==> src/rtl/dispatch_ctrl.sv <==
// Credit-based issue gate between ID and ISSUE: tracks ROB/RS/LSB occupancy,
// stalls ID when a needed resource is full, and sequences a one-cycle flush.
module dispatch_ctrl #(
    parameter int ROB_SIZE = 16,
    parameter int RS_SIZE  = 16,
    parameter int LSB_SIZE = 16,
    parameter int CNT_W    = 5
) (
    input  logic             clk_in,
    input  logic             rst_in,
    input  logic             rdy_in,
    input  logic             clear,
    input  logic             id_valid,
    input  logic             id_is_mem,
    input  logic             rob_commit,
    input  logic             rs_free,
    input  logic             lsb_free,
    input  logic [CNT_W-1:0] lsb_keep,
    output logic             issue_en,
    output logic             id_stall,
    output logic [CNT_W-1:0] rob_cnt,
    output logic [CNT_W-1:0] rs_cnt,
    output logic [CNT_W-1:0] lsb_cnt,
    output logic             cnt_err,
    output logic             state_o
);

    typedef enum logic {RUN = 1'b0, FLUSH = 1'b1} state_t;

    localparam logic [CNT_W-1:0] ROB_MAX = CNT_W'(ROB_SIZE);
    localparam logic [CNT_W-1:0] RS_MAX  = CNT_W'(RS_SIZE);
    localparam logic [CNT_W-1:0] LSB_MAX = CNT_W'(LSB_SIZE);

    state_t           state_q, state_d;
    logic [CNT_W-1:0] rob_q, rob_d;
    logic [CNT_W-1:0] rs_q, rs_d;
    logic [CNT_W-1:0] lsb_q, lsb_d;
    logic             err_q, err_d;

    // Returns {underflow, next_count}; a net decrement at zero holds the count.
    function automatic logic [CNT_W:0] step(input logic [CNT_W-1:0] cnt,
                                            input logic inc, input logic dec);
        logic [CNT_W:0] r;
        r = {1'b0, cnt};
        if (inc && !dec) begin
            r = {1'b0, cnt + 1'b1};
        end else if (dec && !inc) begin
            if (cnt == '0) r = {1'b1, cnt};
            else           r = {1'b0, cnt - 1'b1};
        end
        return r;
    endfunction

    // Handshake: id_valid is the producer's valid, issue_en is the ready; an
    // instruction transfers exactly in a cycle where both are high. The full
    // check uses registered counts only, so same-cycle frees never unblock.
    always_comb begin
        issue_en = 1'b0;
        if (!rst_in && !clear && rdy_in && state_q == RUN && id_valid &&
            rob_q < ROB_MAX) begin
            issue_en = id_is_mem ? (lsb_q < LSB_MAX) : (rs_q < RS_MAX);
        end
    end

    assign id_stall = id_valid & ~issue_en;

    always_comb begin
        logic [CNT_W:0] rob_s, rs_s, lsb_s;
        state_d = state_q;
        rob_d   = rob_q;
        rs_d    = rs_q;
        lsb_d   = lsb_q;
        err_d   = err_q;
        rob_s   = '0;
        rs_s    = '0;
        lsb_s   = '0;
        if (rdy_in) begin
            if (clear) begin
                state_d = FLUSH;
                rob_d   = '0;
                rs_d    = '0;
                lsb_d   = (lsb_keep > LSB_MAX) ? LSB_MAX : lsb_keep;
            end else if (state_q == FLUSH) begin
                // Committed stores keep draining while the rest is rebuilt.
                state_d = RUN;
                lsb_s   = step(lsb_q, 1'b0, lsb_free);
                lsb_d   = lsb_s[CNT_W-1:0];
                err_d   = err_q | lsb_s[CNT_W];
            end else begin
                rob_s = step(rob_q, issue_en, rob_commit);
                rs_s  = step(rs_q, issue_en & ~id_is_mem, rs_free);
                lsb_s = step(lsb_q, issue_en & id_is_mem, lsb_free);
                rob_d = rob_s[CNT_W-1:0];
                rs_d  = rs_s[CNT_W-1:0];
                lsb_d = lsb_s[CNT_W-1:0];
                err_d = err_q | rob_s[CNT_W] | rs_s[CNT_W] | lsb_s[CNT_W];
            end
        end
    end

    always_ff @(posedge clk_in) begin
        if (rst_in) begin
            state_q <= RUN;
            rob_q   <= '0;
            rs_q    <= '0;
            lsb_q   <= '0;
            err_q   <= 1'b0;
        end else begin
            state_q <= state_d;
            rob_q   <= rob_d;
            rs_q    <= rs_d;
            lsb_q   <= lsb_d;
            err_q   <= err_d;
        end
    end

    assign rob_cnt = rob_q;
    assign rs_cnt  = rs_q;
    assign lsb_cnt = lsb_q;
    assign cnt_err = err_q;
    assign state_o = state_q;

endmodule
==> config.mk <==
export PLATFORM = sky130hd
export DESIGN_NAME = dispatch_ctrl
export DESIGN_NICKNAME = d
export VERILOG_FILES = /design/src/rtl/dispatch_ctrl.sv
export SDC_FILE = /design/constraint.sdc
export NUM_CORES = 1
export LEC_CHECK = 0
export BUFFER_PORTS_ARGS = -buffer_cell sky130_fd_sc_hd__buf_2
export CORE_MARGIN = 2
export CORE_UTILIZATION = 58
export CTS_CLUSTER_DIAMETER = 40
export CTS_CLUSTER_SIZE = 14
export DETAILED_ROUTE_END_ITERATION = 10
export GPL_ROUTABILITY_DRIVEN = 0
export PLACE_DENSITY = 0.86
export SETUP_SLACK_MARGIN = 0.2
export SLEW_MARGIN = 20
export SYNTH_ARGS = -nofsm -noshare
export SYNTH_HDL_FRONTEND = slang
export SYNTH_SLANG_ARGS = --single-unit
==> constraint.sdc <==
create_clock -name clk_in -period 5.13 [get_ports clk_in]
set_input_delay 0.513 -clock clk_in [delete_from_list [all_inputs] [get_ports clk_in]]
set_output_delay 0.513 -clock clk_in [all_outputs]
set_load 0.02 [all_outputs]
==> results of run 1 <==
-- kinds of logic after synthesis --
| family | count (synthesis) | share of synthesized area |
|---|---|---|
| AND/OR/NAND/NOR | 76 | 0.300 |
| AO/OA/AOI/OAI | 54 | 0.263 |
| buffers and inverters | 25 | 0.0680 |
| flip-flops | 17 | 0.234 |
| adder cells (fa/ha/maj) | 11 | 0.0947 |
| multiplexers | 4 | 0.0284 |
| XOR/XNOR | 2 | 0.0121 |
-- power by group --
| group | internal [mW] | switching, mW |
|---|---|---|
| sequential | 0.153 | 0.0348 |
| combinational | 0.0886 | 0.122 |
| clock | 0.0292 | 0.0509 |
| total | 0.271 | 0.208 |
-- through the flow --
stage               std cells  instance area [um^2]  setup slack [ps]  hold slack, ps   util
global route              247                  1640              2080             447  0.675
finish                    247                  1640              2330             451  0.675
global placement          243                  1620              2240             482  0.664
CTS                       247                  1640              2370             453  0.675
floorplan                 189                  1450              2340             574      -
detailed placement        243                  1620              2040             537  0.664
-- how the worst min path moves through the flow --
stage                                    endpoint
after floorplan            rs_cnt[3]$_SDFFE_PP0P_
after global placement       cnt_err$_SDFFE_PP0P_
after detailed placement     cnt_err$_SDFFE_PP0P_
after CTS                 lsb_cnt[1]$_SDFFE_PP0P_
after global routing      lsb_cnt[1]$_SDFFE_PP0P_
final                     lsb_cnt[1]$_SDFFE_PP0P_
-- cell type report --
class                           count  area [um^2]
Multi-Input combinational cell    147         1010
Clock inverter                      1         5.00
Inverter                           17         63.8
Clock buffer                        3         22.5
Timing Repair Buffer               32          160
Tap cell                           30         37.5
Fill cell                         204          790
Sequential cell                    17          340
-- flip-flops by register name, summed over array words and instances (netlist names) --
signal,count
lsb_cnt,5
rob_cnt,5
rs_cnt,5
cnt_err,1
state_o,1
-- critical path, stage by stage --
cell,delay [ps]
buf_2,160
nand2b_1,220
nor2_1,320
nand3b_1,210
nor2_1,170
ha_1,380
nor4b_1,130
a211oi_1,440
o211a_1,300
a21oi_1,90
a31oi_1,140
-- placed cells by master, fill, tap and decap left out, types with 2 or more instances in the layout --
cell type  netlist  layout
clkbuf_4         0       3
ha_1            11      11
inv_1           17      17
nand2b_1         5       5
nor2_1          14      14
nand3b_1         3       3
a31oi_1          5       5
o21ai_0         10      10
nand2_1         19      19
nand4_1          5       5
a32o_1           2       2
nor3_1           3       3
dfxtp_1         17      17
nor4_1           2       2
o22a_1           3       3
a21oi_1          9       9
or3b_4           2       2
o32ai_1          2       2
a211oi_1         4       4
mux2i_1          3       3
xnor2_1          2       2
buf_2            1      32
nand3_1          4       4
o21a_1           2       2
or4_1            2       2
or3_1            2       2
nor4b_1          3       3
and2_1           3       3
-- Yosys cell counts, drive strengths merged, types with 2 or more instances --
library cell,count,share of area
and2,3,0.013
inv,17,0.044
a21oi,9,0.031
nand3,4,0.014
ha,11,0.095
nor3,4,0.017
nand2b,5,0.022
a32o,2,0.014
or3,2,0.0086
nor4b,3,0.018
a31oi,5,0.022
buf,2,0.0086
nand3b,3,0.016
a211oi,4,0.021
o22a,3,0.018
nor4,3,0.017
o21a,2,0.010
dfxtp,17,0.23
o21ai,10,0.034
nand2,19,0.049
and4,2,0.014
o32ai,2,0.012
nand4,5,0.022
or4,2,0.010
or3b,2,0.016
o211ai,2,0.014
clkbuf,6,0.016
nor2,14,0.036
mux2i,3,0.021
xnor2,2,0.012
-- metal layers --
| metal | vias to the layer above | global-route usage | share of wire |
|---|---|---|---|
| met5 | - | 0 | 0 |
| met1 | 734 | 0.354 | 0.44 |
| met2 | 77 | 0.470 | 0.48 |
| li1 | 761 | - | - |
| met3 | 5 | 0.0444 | 0.074 |
| met4 | 0 | 0.104 | 0.010 |
==> flow_summary.json, run 1 <==
{
  "maxSlewViolCount": 0,
  "syn_nets": 214,
  "synth_seq_cells": 17,
  "drt_iter0_markers": 43,
  "crit_fanout": 12,
  "cp-end-kind": "register",
  "io_buffers": 32,
  "finClkSkew_ps": 16.3,
  "cts_max_path_buffers": 2,
  "worstPathArrival_ps": 3060,
  "timing.reg2reg.setup_slack_ps": 2380,
  "r2r-end": "rs_cnt[2]$_SDFFE_PP0P_",
  "via_count": 1577,
  "max_freq_mhz": 357,
  "fin_crit_sh": 0.545,
  "status": "completed",
  "nets": 243,
  "wirelength_mm": 3.89,
  "ioPinCount": 33,
  "rsz0062_at_grt": "no",
  "syn_to_final_growth_pct": 13.1,
  "avgSynthCellArea_um2": 7.69,
  "grt_pass1_wl_mm": 5.93,
  "worst-r2r-cell-count": 9,
  "crit_required_ps": 5390,
  "worstSetupStartpoint": "clear",
  "fp.dieArea_um2": 2920,
  "crit_type": "input port to register",
  "route.detailed.drc": 0,
  "synthFlopType": "dfxtp_1",
  "die_h_um": 54.0,
  "p_total_mw": 0.478,
  "finalSetupTns_ps": 0,
  "ir_drop_mv": 0.197,
  "place_hpwl_mm": 2.92,
  "cap_violations": 0,
  "core_area_um2": 2430,
  "initial_utilization": 0.597,
  "synth_cell_type_count": 56,
  "worstSetupEndpoint": "rs_cnt[2]$_SDFFE_PP0P_",
  "cts.sinks": 17,
  "cts_setup_buffers": 0,
  "hold_viol": 0,
  "vias_per_cell": 6.38,
  "postRouteAntennaNets": 0,
  "num_rows": 18,
  "max_slew_margin": 0.665,
  "antenna_found_initial": 0,
  "cts_tree": "yes",
  "cts_hold_buffers": 0,
  "overflow": 0,
  "htree_num_levels": 1,
  "setup_viol": 0,
  "r2r_start": "rob_cnt[4]$_SDFFE_PP0P_",
  "holdPathStages": 3,
  "path_clk_slew_ps": 120,
  "cts_inserted_buffers": 3,
  "synth_seq_area_share": 0.234,
  "crit_path_start_kind": "input port",
  "synth-async-reset-ratio": 0,
  "layout_min_cycle_time_ps": 2800,
  "synth_edf_count": 0,
  "yosysWarnings": 0,
  "grt_usage": 0.279,
  "cts_root_buffer": "clkbuf_4",
  "wl_per_cell_um": 15.7,
  "total_leakage_power_nw": 0.721,
  "worstMarginPinSlew_ps": 498,
  "dr.pass1.iters": 4,
  "synth_cells": 189,
  "grt_max_degree": 14,
  "diodes": 0,
  "hold_path_class": "input port to register",
  "clock_latency_ps": 320,
  "syn_area_um2": 1450,
  "pwr_density_cell_nw_per_um2": 291,
  "cts_resized": 0,
  "drive_gt1_frac": 0.212,
  "min_from": "lsb_keep[1]",
  "die_width_um": 54.0,
  "grt_pass1_vias": 1306
}
No activity file was read; power rests on OpenSTA's default activity.
==> inputs of run 2 (changes only) <==
--- a/config.mk
+++ b/config.mk
@@ -7,12 +7,12 @@
 export LEC_CHECK = 0
 export BUFFER_PORTS_ARGS = -buffer_cell sky130_fd_sc_hd__buf_2
 export CORE_MARGIN = 2
-export CORE_UTILIZATION = 58
+export CORE_UTILIZATION = 54
 export CTS_CLUSTER_DIAMETER = 40
 export CTS_CLUSTER_SIZE = 14
 export DETAILED_ROUTE_END_ITERATION = 10
 export GPL_ROUTABILITY_DRIVEN = 0
-export PLACE_DENSITY = 0.86
+export PLACE_DENSITY = 0.81
 export SETUP_SLACK_MARGIN = 0.2
 export SLEW_MARGIN = 20
 export SYNTH_ARGS = -nofsm -noshare
==> constraint.sdc (replaced) <==
create_clock -name clk_in -period 2.6 [get_ports clk_in]
set_input_delay 0.26 -clock clk_in [delete_from_list [all_inputs] [get_ports clk_in]]
set_output_delay 0.26 -clock clk_in [all_outputs]
set_load 0.02 [all_outputs]
==> run 2 against run 1 <==
  * Wire length grew 4.2%
  * Sequential power grew 97%
  * Final cell count grew 5.7%
  * Critical endpoint unchanged
  * Clock skew shrank 13 ps
  * Clock-buffer cell count grew 1
==> flow_summary.json, run 2 (same netlist as run 1, synthesis figures left out) <==
{
  "worst_path_max_delay_cell": "or4_1",
  "finalSetupTns_ps": 0,
  "initial_utilization": 0.576,
  "hold_viol": 0,
  "place_area_um2": 1680,
  "die_width_um": 55.9,
  "io_buffers": 32,
  "grt_pass1_vias": 1470,
  "p_total_mw": 1.00,
  "overflow": 0,
  "drt_iter0_markers": 82,
  "whs_ps": 222,
  "finClkSkew_ps": 3.38,
  "postRouteAntennaNets": 0,
  "pwr_density_cell_nw_per_um2": 556,
  "setup_viol": 0,
  "cts_tree": "yes",
  "setup_ws_ps": 216,
  "htree_num_levels": 1,
  "clock_latency_ps": 290,
  "cts_root_buffer": "clkbuf_4",
  "total_leakage_power_nw": 0.800,
  "maxSlewViolCount": 0,
  "mostFrequentLayoutCells": "buf_2, nand2_1, inv_1",
  "route.detailed.drc": 0,
  "cts_hold_buffers": 0,
  "worstMarginPinSlew_ps": 523,
  "cp_cell_sequence": "or3b_4 > nand3b_1 > nor2_2 > ha_4 > nor4b_2 > and2_4 > or4_1 > a31oi_1",
  "syn_to_final_growth_pct": 24.4,
  "power_frac_comb": 0.486,
  "die_h_um": 55.9,
  "max_stage_delay_ps": 520,
  "place_hpwl_mm": 2.97,
  "worstPathArrival_ps": 2600,
  "grt_pass1_wl_mm": 6.65,
  "crit_fanout": 6,
  "num_rows": 18,
  "grt_usage": 0.259,
  "max_slew_margin": 0.648,
  "fp.dieArea_um2": 3120,
  "hold_path_class": "input port to register",
  "crit_path_start_kind": "register",
  "crit_family": "simple AND/OR/NAND/NOR gates",
  "wirelength_mm": 4.05,
  "cp-end-kind": "register",
  "cts_max_path_buffers": 2,
  "via_count": 1648,
  "internal-power_mw": 0.587,
  "nets": 257,
  "clockPowerShare": 0.145,
  "layout_min_cycle_time_ps": 2380,
  "grt_max_degree": 14,
  "cap_violations": 0,
  "core_area_um2": 2520,
  "rsz0062_at_grt": "no",
  "switching_share": 0.415,
  "status": "completed",
  "seqPwrFrac": 0.369,
  "max_freq_mhz": 419,
  "crit_required_ps": 2820,
  "placed_cells": 248,
  "diodes": 0,
  "ir_drop_mv": 0.574,
  "ioPinCount": 33,
  "dp_worst_setup_slack_ps": 67.6,
  "cts_inserted_buffers": 3,
  "final_common_cell": "buf_2",
  "fin_cells": 261,
  "path_clk_slew_ps": 100,
  "critPathBufInv": 0,
  "fin_crit_sh": 0.917,
  "crit_type": "register to register",
  "vias_per_cell": 6.31,
  "fin_area_um2": 1810,
  "wl_per_cell_um": 15.5,
  "dr.pass1.iters": 4,
  "p_sw_mw": 0.417,
  "fill_cells": 207,
  "antenna_found_initial": 0,
  "drive_gt1_frac": 0.303,
  "fin_util": 0.716,
  "cts.sinks": 17
}
-- run 2: cell type report --
cell class,instances,area (um^2),area share
clock buffer,4,26.3,0.0145
multi-input combinational,147,1070,0.591
sequential,17,348,0.193
tap,30,37.5,0.0208
inverter,17,63.8,0.0353
timing repair buffer,46,263,0.145
-- run 2: routing by layer --
metal | wire length, um | global-route usage | part of all wire | vias to the layer above
met3 | 365 | 0.0535 | 0.090 | 10
met4 | 66 | 0.0544 | 0.016 | 0
met1 | 1760 | 0.356 | 0.43 | 758
li1 | - | - | - | 789
met2 | 1870 | 0.420 | 0.46 | 91
met5 | 0 | 0 | 0 | -
-- run 2: final timing paths --
| check | endpoint | depth (start not counted) | start | slack, ps |
|---|---|---|---|---|
| worst max-delay path | rs_cnt[2]$_SDFFE_PP0P_ | 8 | rob_cnt[4]$_SDFFE_PP0P_ | 220 |
| worst min-delay path | lsb_cnt[1]$_SDFFE_PP0P_ | 3 | lsb_keep[1] | 220 |
| worst max register to register | rs_cnt[2]$_SDFFE_PP0P_ | 8 | rob_cnt[4]$_SDFFE_PP0P_ | 220 |
| worst min register to register | rob_cnt[4]$_SDFFE_PP0P_ | 1 | rob_cnt[4]$_SDFFE_PP0P_ | 510 |
-- run 2: repair_timing --
action | 4_1_cts | 5_1_grt
buffers inserted | 0 | 9
gates resized for setup | 5 | 5
pin swaps | 2 | 8
setup endpoints to repair | 10 | 11
-- run 2: worst reg2reg max path, cell delays in order (launching register included) --
cell and delay [ps]:
dfxtp_4 360, or3b_4 390, nand3b_1 210, nor2_2 200, ha_4 200, nor4b_2 70
and2_4 180, or4_1 520, a31oi_1 180
-- run 2: power groups by stage --
stage	clock network [mW]	logic, mW	registers [mW]
floorplan	0	0.261	0.408
global placement	0	0.406	0.370
detailed placement	0	0.420	0.371
CTS	0.147	0.438	0.372
global route	0.160	0.530	0.379
finish	0.146	0.487	0.371
==> inputs of run 3 (changes only) <==
--- a/config.mk
+++ b/config.mk
@@ -12,9 +12,8 @@
 export CTS_CLUSTER_SIZE = 14
 export DETAILED_ROUTE_END_ITERATION = 10
 export GPL_ROUTABILITY_DRIVEN = 0
-export PLACE_DENSITY = 0.81
+export PLACE_DENSITY = 0.8
 export SETUP_SLACK_MARGIN = 0.2
-export SLEW_MARGIN = 20
 export SYNTH_ARGS = -nofsm -noshare
 export SYNTH_HDL_FRONTEND = slang
 export SYNTH_SLANG_ARGS = --single-unit
==> run 3 against run 2 <==
  * Largest power group unchanged
  * Clock skew increased by 12 ps
  * Sequential share of layout area decreased by 0.15 points
  * Final cell count decreased by 1.5%
  * Die area unchanged
==> flow_summary.json, run 3 (same netlist as run 1, synthesis figures left out) <==
{
  "cts_max_path_buffers": 2,
  "htree_num_levels": 1,
  "pwr_density_cell_nw_per_um2": 575,
  "grt-busiest-layer": "met2",
  "fill_cells": 203,
  "crit_required_ps": 2800,
  "cts_root_buffer": "clkbuf_4",
  "grt_pass1_vias": 1486,
  "drive_gt1_frac": 0.313,
  "status": "completed",
  "layout_min_cycle_time_ps": 2360,
  "wirelength_mm": 4.20,
  "die_h_um": 55.9,
  "grt_use_met2": 0.430,
  "route.detailed.drc": 0,
  "p_total_mw": 1.05,
  "overflow": 0,
  "via_count": 1650,
  "fp.dieArea_um2": 3120,
  "path_clk_slew_ps": 110,
  "grt_max_degree": 14,
  "final_common_cell": "buf_2",
  "die_width_um": 55.9,
  "grt_pass1_wl_mm": 6.68,
  "cap_violations": 0,
  "max_freq_mhz": 423,
  "worstMarginPinSlew_ps": 497,
  "hold_path_class": "input port to register",
  "hold_viol": 0,
  "num_rows": 18,
  "drt_iter0_markers": 110,
  "cts.sinks": 17,
  "nets": 253,
  "antenna_found_initial": 0,
  "vias_per_cell": 6.42,
  "ioPinCount": 33,
  "cp-end-kind": "register",
  "crit_type": "register to register",
  "diodes": 0,
  "rsz0062_at_grt": "yes",
  "crit_fanout": 6,
  "fin_crit_sh": 0.908,
  "mostFrequentLayoutCells": "buf_2, nand2_1, inv_1",
  "grt_usage": 0.264,
  "finalSetupTns_ps": 0,
  "setup_viol": 0,
  "wl_per_cell_um": 16.3,
  "fin_util": 0.722,
  "initial_utilization": 0.576,
  "use_met1": 0.344,
  "use_met3": 0.0605,
  "io_buffers": 32,
  "total_leakage_power_nw": 0.806,
  "finClkSkew_ps": 15.5,
  "cts_tree": "yes",
  "postRouteAntennaNets": 0,
  "cts_inserted_buffers": 3,
  "place_hpwl_mm": 2.92,
  "ir_drop_mv": 0.388,
  "maxSlewViolCount": 0,
  "syn_to_final_growth_pct": 25.3,
  "worstPathArrival_ps": 2560,
  "clock_latency_ps": 300,
  "core_area_um2": 2520,
  "crit_path_start_kind": "register",
  "dr.pass1.iters": 4,
  "max_slew_margin": 0.666
}
[run 3: critical path: stages (launching register included)]
cell and delay, ps:
dfxtp_4 360, or3b_4 390, nand3b_1 220, buf_4 180
inv_2 70, ha_4 180, nor4_4 60, a211oi_2 360
o21ai_2 120, and2_4 160, o22a_1 160
[run 3: routing by layer]
metal / vias up / part of all wire
met3: 12 / 0.073
met4: 0 / 0.016
met2: 72 / 0.48
met5: - / 0
met1: 789 / 0.43
li1: 777 / -
[run 3: worst paths after layout]
| check | start | endpoint | slack [ps] | cells past startpoint |
|---|---|---|---|---|
| setup / recovery | rob_cnt[4]$_SDFFE_PP0P_ | rob_cnt[2]$_SDFFE_PP0P_ | 240 | 10 |
| setup reg to reg | rob_cnt[4]$_SDFFE_PP0P_ | rob_cnt[2]$_SDFFE_PP0P_ | 240 | 10 |
| hold / removal | lsb_keep[1] | lsb_cnt[1]$_SDFFE_PP0P_ | 220 | 3 |
| hold reg to reg | cnt_err$_SDFFE_PP0P_ | cnt_err$_SDFFE_PP0P_ | 490 | 1 |
[run 3: through the flow]
step	setup WS [ps]	cell area (um^2)	cells	hold WS, ps
final	239	1820	257	221
after global routing	150	1820	257	215
after CTS	164	1720	252	214
after detailed placement	101	1670	247	463
after global placement	211	1670	247	464
after floorplan	183	1500	189	415
[run 3: repair_timing]
item / in CTS / in global routing
buffers inserted: 1 / 5
resized for setup: 3 / 14
pin swaps: 1 / 9
gates cloned: 0 / 0
endpoints found under the setup margin: 7 / 11
hold buffers: 0 / 0
hold endpoints to repair: 0 / 0
[run 3: layout make-up]
cell class / instances / area (um^2) / share of cell area
clock buffers: 4 / 26.3 / 0.0144
inverters: 17 / 63.8 / 0.0351
well taps: 30 / 37.5 / 0.0206
repair buffers: 42 / 235 / 0.129
multi-input cells: 147 / 1110 / 0.610
flip-flops and latches: 17 / 348 / 0.191
[run 3: report_power, final]
part           switching, mW  internal [mW]
Combinational          0.276          0.239
Clock                 0.0860         0.0598
Sequential            0.0815          0.303
